File: config.mk
export PLATFORM = sky130hd
export DESIGN_NAME = ysyx_22040895_mdu_iter
export DESIGN_NICKNAME = d
export VERILOG_FILES = /design/src/rtl/ysyx_22040895_mdu_iter.sv
export SDC_FILE = /design/constraint.sdc
export NUM_CORES = 2
export LEC_CHECK = 0
export BUFFER_PORTS_ARGS = -buffer_cell sky130_fd_sc_hd__buf_2
export CORE_UTILIZATION = 55
export CTS_BUF_LIST = sky130_fd_sc_hd__clkbuf_8 sky130_fd_sc_hd__clkbuf_16
export CTS_CLUSTER_SIZE = 10
export DETAILED_ROUTE_END_ITERATION = 8
export PLACE_DENSITY_LB_ADDON = 0.05
export RECOVER_POWER = 50
export SLEW_MARGIN = 0
export SYNTH_ARGS = -nofsm -noshare
export SYNTH_HDL_FRONTEND = slang
export SYNTH_SLANG_ARGS = --single-unit
File: constraint.sdc
create_clock -name clk -period 6.8 [get_ports clk]
set_clock_uncertainty 0.2 [all_clocks]
set_input_delay 0 -clock clk [delete_from_list [all_inputs] [get_ports clk]]
set_output_delay 0 -clock clk [all_outputs]
set_load 0.01 [all_outputs]
File: src/rtl/ysyx_22040895_mdu_iter.sv
// ysyx_22040895_mdu_iter: iterative RISC-V M-extension unit.
// Multiplies with a radix-2 shift-add loop and divides with a restoring loop,
// one result bit per cycle, on operand magnitudes; the sign fix-up is folded
// into the final iteration.
// Optional feature macro: YSYX_22040895_MDU_EARLY_OUT_EN -- when defined,
// divide-by-zero and signed-overflow requests skip the iteration loop.
//
// Handshake: a request transfers on a rising edge where in_valid && in_ready;
// a result transfers on a rising edge where out_valid && out_ready. in_ready is
// high only in IDLE, out_valid only in DONE; result_o is zero whenever
// out_valid is low and holds stable in DONE until it is taken.
module ysyx_22040895_mdu_iter #(
    parameter int XLEN = 64
) (
    input  logic            clk,
    input  logic            rst,
    input  logic            in_valid,
    output logic            in_ready,
    input  logic [3:0]      mduop_i,
    input  logic            wordop_i,
    input  logic [XLEN-1:0] op1_i,
    input  logic [XLEN-1:0] op2_i,
    input  logic            flush_i,
    output logic            out_valid,
    input  logic            out_ready,
    output logic [XLEN-1:0] result_o,
    output logic [1:0]      dbg_state
);

    localparam int CW = $clog2(XLEN + 1);

    localparam logic [3:0] OP_MUL    = 4'd1;
    localparam logic [3:0] OP_MULH   = 4'd2;
    localparam logic [3:0] OP_MULHSU = 4'd3;
    localparam logic [3:0] OP_MULHU  = 4'd4;
    localparam logic [3:0] OP_DIV    = 4'd5;
    localparam logic [3:0] OP_DIVU   = 4'd6;
    localparam logic [3:0] OP_REM    = 4'd7;
    localparam logic [3:0] OP_REMU   = 4'd8;

    typedef enum logic [1:0] {
        S_IDLE = 2'd0,
        S_CALC = 2'd1,
        S_DONE = 2'd2
    } state_t;

    state_t state, state_nx;

    // Sign-extend a 32-bit value to the datapath width.
    function automatic logic [XLEN-1:0] sext32(input logic [31:0] v);
        return XLEN'($signed(v));
    endfunction

    // Request decode (combinational, from the input ports).
    logic            in_none, in_word, in_s1, in_s2, in_neg1, in_neg2;
    logic [XLEN-1:0] in_x1, in_x2, in_m1, in_m2;
    logic [CW-1:0]   in_n;

    // Captured request and iteration state.
    logic [3:0]        op_q;
    logic              word_q, neg1_q, neg2_q, dz_q;
    logic [CW-1:0]     cnt;
    logic [2*XLEN-1:0] acc, mcand;
    logic [XLEN-1:0]   mplier, rem_r, dq, dvsr, res_q;

    // One-iteration step and final-cycle result.
    logic [2*XLEN-1:0] acc_nx, prod_c;
    logic [XLEN:0]     r_sh;
    logic              ge, mul_neg, quo_neg;
    logic [XLEN-1:0]   rem_nx, dq_nx, quo_c, rmd_c, raw, fin;

    // Early-out detection; constant zero when the feature is compiled out.
    logic            early_hit;
    logic [XLEN-1:0] early_val;

    // Decode the incoming request: effective word mode, width N, magnitudes.
    always_comb begin
        in_none = (mduop_i == 4'd0) || (mduop_i > OP_REMU);
        // MULH/MULHSU/MULHU ignore wordop and always run full width.
        in_word = (XLEN == 64) && wordop_i &&
                  !(mduop_i inside {OP_MULH, OP_MULHSU, OP_MULHU});
        in_s1   = mduop_i inside {OP_MUL, OP_MULH, OP_MULHSU, OP_DIV, OP_REM};
        in_s2   = mduop_i inside {OP_MUL, OP_MULH, OP_DIV, OP_REM};
        in_x1   = in_word ? (in_s1 ? sext32(op1_i[31:0]) : XLEN'(op1_i[31:0])) : op1_i;
        in_x2   = in_word ? (in_s2 ? sext32(op2_i[31:0]) : XLEN'(op2_i[31:0])) : op2_i;
        in_neg1 = in_s1 && in_x1[XLEN-1];
        in_neg2 = in_s2 && in_x2[XLEN-1];
        in_m1   = in_neg1 ? -in_x1 : in_x1;
        in_m2   = in_neg2 ? -in_x2 : in_x2;
        in_n    = in_word ? CW'(32) : CW'(XLEN);
    end

`ifdef YSYX_22040895_MDU_EARLY_OUT_EN
    logic            in_div, in_dz, in_ovf;
    logic [XLEN-1:0] most_neg;

    // Spot divide-by-zero and most-negative / -1 so they can finish at once.
    always_comb begin
        in_div    = mduop_i inside {OP_DIV, OP_DIVU, OP_REM, OP_REMU};
        most_neg  = in_word ? sext32(32'h8000_0000) : {1'b1, {(XLEN-1){1'b0}}};
        in_dz     = in_div && (in_x2 == '0);
        in_ovf    = (mduop_i inside {OP_DIV, OP_REM}) && (in_x1 == most_neg) && (in_x2 == '1);
        early_hit = in_dz || in_ovf;
        early_val = '0;
        if (in_dz) begin
            if (mduop_i inside {OP_DIV, OP_DIVU}) early_val = '1;
            else                                  early_val = in_word ? sext32(in_x1[31:0]) : in_x1;
        end else if (in_ovf && (mduop_i == OP_DIV)) begin
            early_val = in_x1;
        end
    end
`else
    assign early_hit = 1'b0;
    assign early_val = '0;
`endif

    // One iteration of both loops; only the one matching op_q is consumed.
    always_comb begin
        acc_nx = mplier[0] ? (acc + mcand) : acc;
        r_sh   = {rem_r, dq[XLEN-1]};
        ge     = (r_sh >= {1'b0, dvsr});
        rem_nx = ge ? XLEN'(r_sh - {1'b0, dvsr}) : r_sh[XLEN-1:0];
        dq_nx  = {dq[XLEN-2:0], ge};
    end

    // Sign correction and result selection applied in the last CALC cycle.
    always_comb begin
        // MULHSU has neg2_q forced low, MULHU both, so XOR covers every MUL form.
        mul_neg = neg1_q ^ neg2_q;
        // Division by zero must give all ones, never a negated quotient.
        quo_neg = (neg1_q ^ neg2_q) && !dz_q;
        prod_c  = mul_neg ? -acc_nx : acc_nx;
        quo_c   = quo_neg ? -dq_nx : dq_nx;
        rmd_c   = neg1_q ? -rem_nx : rem_nx;
        case (op_q)
            OP_MUL:                      raw = prod_c[XLEN-1:0];
            OP_MULH, OP_MULHSU, OP_MULHU: raw = prod_c[2*XLEN-1:XLEN];
            OP_DIV, OP_DIVU:             raw = quo_c;
            default:                     raw = rmd_c;
        endcase
        fin = word_q ? sext32(raw[31:0]) : raw;
    end

    // State register.
    always_ff @(posedge clk) begin
        if (rst) state <= S_IDLE;
        else     state <= state_nx;
    end

    // Next-state logic; flush overrides every other transition.
    always_comb begin
        state_nx = state;
        case (state)
            S_IDLE:  if (in_valid) state_nx = (in_none || early_hit) ? S_DONE : S_CALC;
            S_CALC:  if (cnt == CW'(1)) state_nx = S_DONE;
            S_DONE:  if (out_ready) state_nx = S_IDLE;
            default: state_nx = S_IDLE;
        endcase
        if (flush_i) state_nx = S_IDLE;
    end

    // Handshake outputs, gated result and state visibility.
    always_comb begin
        in_ready  = (state == S_IDLE);
        out_valid = (state == S_DONE);
        result_o  = (state == S_DONE) ? res_q : '0;
        dbg_state = state;
    end

    // Datapath: capture on transfer, iterate in CALC, latch result at the end.
    always_ff @(posedge clk) begin
        if (rst) begin
            op_q   <= '0;
            word_q <= 1'b0;
            neg1_q <= 1'b0;
            neg2_q <= 1'b0;
            dz_q   <= 1'b0;
            cnt    <= '0;
            acc    <= '0;
            mcand  <= '0;
            mplier <= '0;
            rem_r  <= '0;
            dq     <= '0;
            dvsr   <= '0;
            res_q  <= '0;
        end else if (!flush_i) begin
            if ((state == S_IDLE) && in_valid) begin
                op_q   <= mduop_i;
                word_q <= in_word;
                neg1_q <= in_neg1;
                neg2_q <= in_neg2;
                dz_q   <= (in_x2 == '0);
                cnt    <= (in_none || early_hit) ? '0 : in_n;
                acc    <= '0;
                mcand  <= {{XLEN{1'b0}}, in_m1};
                mplier <= in_m2;
                rem_r  <= '0;
                // Word divides start with the 32-bit dividend at the top so the
                // quotient lands in the low 32 bits after 32 shifts.
                dq     <= in_word ? (in_m1 << (XLEN - 32)) : in_m1;
                dvsr   <= in_m2;
                res_q  <= early_hit ? early_val : '0;
            end else if (state == S_CALC) begin
                cnt    <= cnt - 1'b1;
                acc    <= acc_nx;
                mcand  <= mcand << 1;
                mplier <= mplier >> 1;
                rem_r  <= rem_nx;
                dq     <= dq_nx;
                if (cnt == CW'(1)) res_q <= fin;
            end
        end
    end

endmodule

Yosys cells after proc, flatten, opt, wreduce, memory -nomap -nowiden:

Index checks and enable logic that the tools add are counted.

* flip-flop bits (word level): 593
* output and inout bits: 68
* word-level logic and storage cells: 104

* add/sub/neg operators: 8
* $lt $le $gt $ge: 2
* eq/ne operators: 18
* multiplexer cells: 37
* bitwise operators: 2
* reduce and logical (&&, ||, !) cells: 23

Operators with widths (number)
* $mux W64: 21
* $mux W128: 6
* $neg A64 Y64: 4
* $pmux W64 S3: 1
* $add A128 B128 Y128: 1
* $neg A128 Y128: 1
* $ge A65 B64 Y1: 1
* $logic_not A64 Y1: 1
* $sub A64 B64 Y64: 1
* $mux W7: 4
* $eq A4 B3 Y1 const B: 6
* $eq A4 B2 Y1 const B: 4
* $eq A4 B1 Y1 const B: 2
* $mux W2: 4
* $eq A7 B1 Y1 const B: 1
* $sub A7 B1 Y7 const B: 1
* $pmux W2 S3: 1
* $reduce_and A3 Y1: 2
* $logic_and A1 B1 Y1: 5
* $reduce_bool A5 Y1: 1
* $gt A4 B4 Y1 const B: 1
* $logic_not A4 Y1: 1
* $ne A2 B2 Y1 const B: 2
* $reduce_and A2 Y1: 2
* 13 further kinds: 16

Longest topological paths before layout:

* depth after elaboration: 9
* mapped depth: 28

Worst setup path after synthesis:

OpenSTA, ideal clock, no wires.

* kind: register to register
* start point: reg rem_r[8]
* end point: reg res_q[58]
* library setup time: 0.117 ns
* data arrival time: 5.946 ns
* slack: 0.537 ns
* cell stages (with the launch flop): 26
* buffers on the path: 7
* path through: dfxtp_1 -> ha_1 -> clkbuf_1 -> nand4_1 -> nor2_1 -> o2111ai_1 -> a311oi_1 -> o2111ai_1 -> nand2_1 -> buf_2 -> buf_1 -> buf_1 -> clkbuf_1 -> buf_1 -> buf_1 -> mux2i_1 -> ha_1 -> nand3_1 -> nand2b_1 -> nor2_1 -> nand3_1 -> o21ai_0 -> xor2_1 -> nand2_1 -> a21o_1 -> a22o_1

* longest elaborated chain between the ends: 9
* elaborated cells on any way between the ends: 12
* those cells by class: add/sub (3); order compare (1); mux (8)

Ends and longest elaborated chain
* start: declaration: line 64 `logic [XLEN-1:0] mplier, rem_r, dq, dvsr, res_q;`
* start signal: assignment: line 208 `rem_r <= rem_nx;`
* $sub A64 B64 Y64 / $ge A65 B64 Y1 (equally long branches): line 122, 121
* $mux W64: line 122 `rem_nx = ge ? XLEN'(r_sh - {1'b0, dvsr}) : r_sh[XLEN-1:0];`
* $neg A64 Y64: line 134 `rmd_c = neg1_q ? -rem_nx : rem_nx;`
* $mux W64: line 134
* $pmux W64 S3 (*): line 135 `case (op_q)`
* $mux W64 (*): line 141 `fin = word_q ? sext32(raw[31:0]) : raw;`
* $mux W64 (*): line 210 `if (cnt == CW'(1)) res_q <= fin;`
* $mux W64 (*): line 203 `end else if (state == S_CALC) begin`
* $mux W64 (*): line 187 `if ((state == S_IDLE) && in_valid) begin`
* end signal: assignment: line 202 `res_q <= early_hit ? early_val : '0;`
* end signal: assignment: line 210
* end: declaration: line 64

Mark *: on every way between the ends. The rest lies on a longest branch, timed or not. The select of a mux whose other input is x is not followed.
A chain may end at the register's enable or synchronous reset.

Worst setup path after layout:

* start point: reg acc[19]
* end point: reg res_q[60]

* longest elaborated chain between the ends: 9

Ends and longest elaborated chain
* start: declaration: line 63 `logic [2*XLEN-1:0] acc, mcand;`
* start signal: assignment: line 205 `acc <= acc_nx;`
* $add A128 B128 Y128: line 119 `acc_nx = mplier[0] ? (acc + mcand) : acc;`
* $mux W128 (*): line 119
* $neg A128 Y128: line 132 `prod_c = mul_neg ? -acc_nx : acc_nx;`
* $mux W128 (*): line 132
* $pmux W64 S3 (*): line 135
* $mux W64 (*): line 141
* $mux W64 (*): line 210
* $mux W64 (*): line 203
* $mux W64 (*): line 187

Marks and branches as above.

==> results.md <==
- Routability cong.: 1.12
- Largest net degree at the start of global routing: 169
- Final setup fails: 0
- CTS H-tree lvls: 3
- M1 WL: 92200 um
- Drc violations: 2
- Cell area power density: 192 nW/um^2
- CP Class: reg -> reg
- Hold WC Path Type: in -> reg
- Run status: finished with violations
- Fmax achieved: 0.150 GHz
- Vias in the first global route: 55400
- Hpwl dp: 184000 um
- Worst-path cell chain: ha_1 > and4_1 > and3_1 > a32oi_1 > a21boi_1 > o2111ai_1 > a311oi_2 > buf_4 > o2111ai_2 > nor4_1 > buf_4 > nand2_1 > or4b_1 > nor4_1 > nand4_1 > o31ai_1 > xnor2_1 > a21oi_1 > o21ai_1
- DRT Pass-1 Iters: 9
- Post-Synth XOR/XNOR Area: 0.0758
- Layout Nets: 7780
- Prevailing post-synth register cell: dfxtp_1
- Synth Area in Adders: 0.0490
- Worst slack at placement: 383 ps
- Period utilisation layout: 0.982
- Routed WL: 245000 um
- Largest family of logic cells by synthesized area: compound AO/OA/AOI/OAI gates
- Final Power: 11.2 mW
- Placed cell area: 53700 um^2
- Max clock buf depth: 3
- Global-route wire length before repair: 356000 um
- # port buffers: 205
- Setup TNS: 0 ps
- FP Rows: 111
- Vias: 62100
- Wire length on met2: 97800 um
- Crit path max-delay cell type: ha_1
- Number of synthesized flops with an enable pin: 0
- Crit-path max FO: 11
- Mean Syn Cell Area: 7.09 um^2
- YS warnings: 0
- Post-Synthesis Cell Area: 51400 um^2
- Req. time, crit path: 7200 ps
- VDD IR max: 0.171 mV
- Failing checks: DRC, capacitance limit, slew limit
- Core area: 92100 um^2
- Yosys cell types: 131
- DR iter-0 viols: 10300
- Layout Utilization: 0.631
- CP max stage delay: 590 ps
- CTS root buffer: clkbuf_16
- Share of post-route cells with drive strength above 1: 0.0915
- Crit start category: flop
- Die footprint: 94700 um^2
- Initial Utilization: 0.558
- Leakage power: 22.4 nW
- Met3 WL post-DR: 34900 um
- Sequential share of the synthesized area: 0.231
- Die width: 308 um
- Num ports: 206
- Area growth, synth to finish: 13.0%
- Compound-Gate Fraction of Synth Area: 0.320
- Syn_nets: 7586
- Vias/cell: 7.09
- Total Routing Usage GR: 0.495
- Register bit total from synthesis: 593
- Grt ovf: 0
- Rel. slew slack: -1.31
- Simple-Gate Fraction of Synth Area: 0.255
- Worst Tran Pin Value: 3460 ps
- Slew Viols, Final: 807
- Tmin final: 6670 ps
- CTS sink count: 593
- CTS buffer count: 76
- Reg clk slew, reported paths: 60 ps
- Asr flop ratio synth: 0
- Worst skew pair latency: 680 ps
- Fin. Hold Viols: 0
- Post-synthesis cell count: 7248
- RSZ-0062 raised after global routing: no
- Post-synthesis mux area share: 0.0183
- Worst EP arrival: 7080 ps
- Top layer in use: met5
- Post-route ant nets: 0
- Initial antenna violation count: 20
- Post-Layout Inst Area: 58100 um^2
- Total of max-cap violations: 12
- TritonCTS clock tree: yes
- Die height: 308 um
- Setup WS post-layout: 125 ps
- Avg WL per Cell: 28.1 um
- Worst setup EP type: flop
## final timing paths
path                            slack (ps)  cells past startpoint        end  startpoint
worst max-delay path                   130                     19  res_q[60]     acc[19]
worst min-delay path                    50                      4  mplier[0]    op2_i[0]
worst max register to register         130                     19  res_q[60]     acc[19]
worst min register to register         250                      2   dvsr[63]    dvsr[63]
## stage by stage
| stage | instances | hold slack [ps] |
|---|---|---|
| floorplan | 7248 | -66.8 |
| global placement | 8400 | 78.0 |
| detailed placement | 8400 | 91.1 |
| CTS | 8732 | 8.88 |
| global route | 8733 | 52.7 |
| finish | 8747 | 52.2 |
## state kept, by name, summed over array words and instances, names as in the netlist
name and count:
mplier 64, op_q 4, dbg_state 2, dvsr 64, acc 128, dq 64, word_q 1, rem_r 64
mcand 128, dz_q 1, neg1_q 1, cnt 7, neg2_q 1, res_q 64
## critical path, delay by kind of cell, from the launching register on
| family | cells | cell delay (ps) |
|---|---|---|
| fa+ha+maj | 1 | 590 |
| buf+inv | 2 | 420 |
| flops | 1 | 360 |
| simple gates | 7 | 2390 |
| xor+xnor | 1 | 250 |
| compound gates | 8 | 2380 |
## routing by layer
metal  global-route usage  vias up
met5                    0        -
met4                0.332       16
met3                0.153     1051
met2                0.702     4829
met1                0.638    29000
li1                     -    27200
## cell usage after synthesis, types with 82 or more instances
cell      instances  area share
nand2_1         752       0.055
and2_1          101       0.012
a21oi_1         696       0.068
nor3_1          210       0.020
clkbuf_1        387       0.028
a21o_1           88       0.013
nand4_1         140       0.017
o21ai_0         476       0.046
nand3_1         117       0.011
nor2_1          934       0.068
a211oi_1         82       0.012
ha_1            198       0.048
inv_1           152       0.011
a22oi_1         292       0.043
xnor2_1         238       0.041
dfxtp_1         593        0.23
xor2_1          207       0.035
o31ai_1          91       0.013
a31oi_1          86       0.010
## kinds of logic (layout without fill, tap and decap cells)
logic type	count (synthesis)	after routing
simple gates	2759	2759
buf+inv	660	901
flops	593	593
fa+ha+maj	200	200
mux	90	90
other cells	0	15
xor+xnor	445	445
compound gates	2501	2501
## placed cells by master (no fill, tap or decap), types with 33 or more instances in the layout
cell and n:
dlygate4sd3_1 207, xor2_1 206, o211ai_1 61, a31oi_1 86, or4_1 48, o21ai_1 51, nor3_1 209, clkbuf_16 79
nand2_1 748, nand4_1 140, nor2_1 929, a22oi_1 292, and4_1 36, o31ai_1 91, o21a_1 63, o22ai_1 35
inv_1 179, and2_0 45, a21oi_1 695, dfxtp_1 591, a221oi_1 74, nand2b_1 50, buf_2 180, o21ai_0 476
a211oi_1 79, nor2b_1 56, buf_4 194, nor4_1 62, ha_1 198, clkbuf_1 33, a21o_1 88, xnor2_1 237
or3_1 77, and3_1 44, o221ai_1 35, and2_1 56, nand3_1 117, mux2i_1 56
## cell type report
cell class	count	area [um^2]
diodes	15	37.5
clock buffers	88	2100
clock inverters	37	234
fillers	8380	34000
inverters	154	581
multi-input cells	5995	37000
flip-flops and latches	593	11900
well taps	1243	1560
repair buffers	622	4650
## what timing repair did
action,4_1_cts,5_1_grt
setup endpoints to repair,0,15
setup buffers,0,0
gates resized for setup,0,6
hold buffers,207,0
endpoints found under the hold margin,304,0
## where the power goes
group | switching (mW) | internal (mW)
logic | 2.40 | 1.15
registers | 0.136 | 3.59
clock network | 1.69 | 2.19
Note: power is estimated with default switching activity, not from simulation.
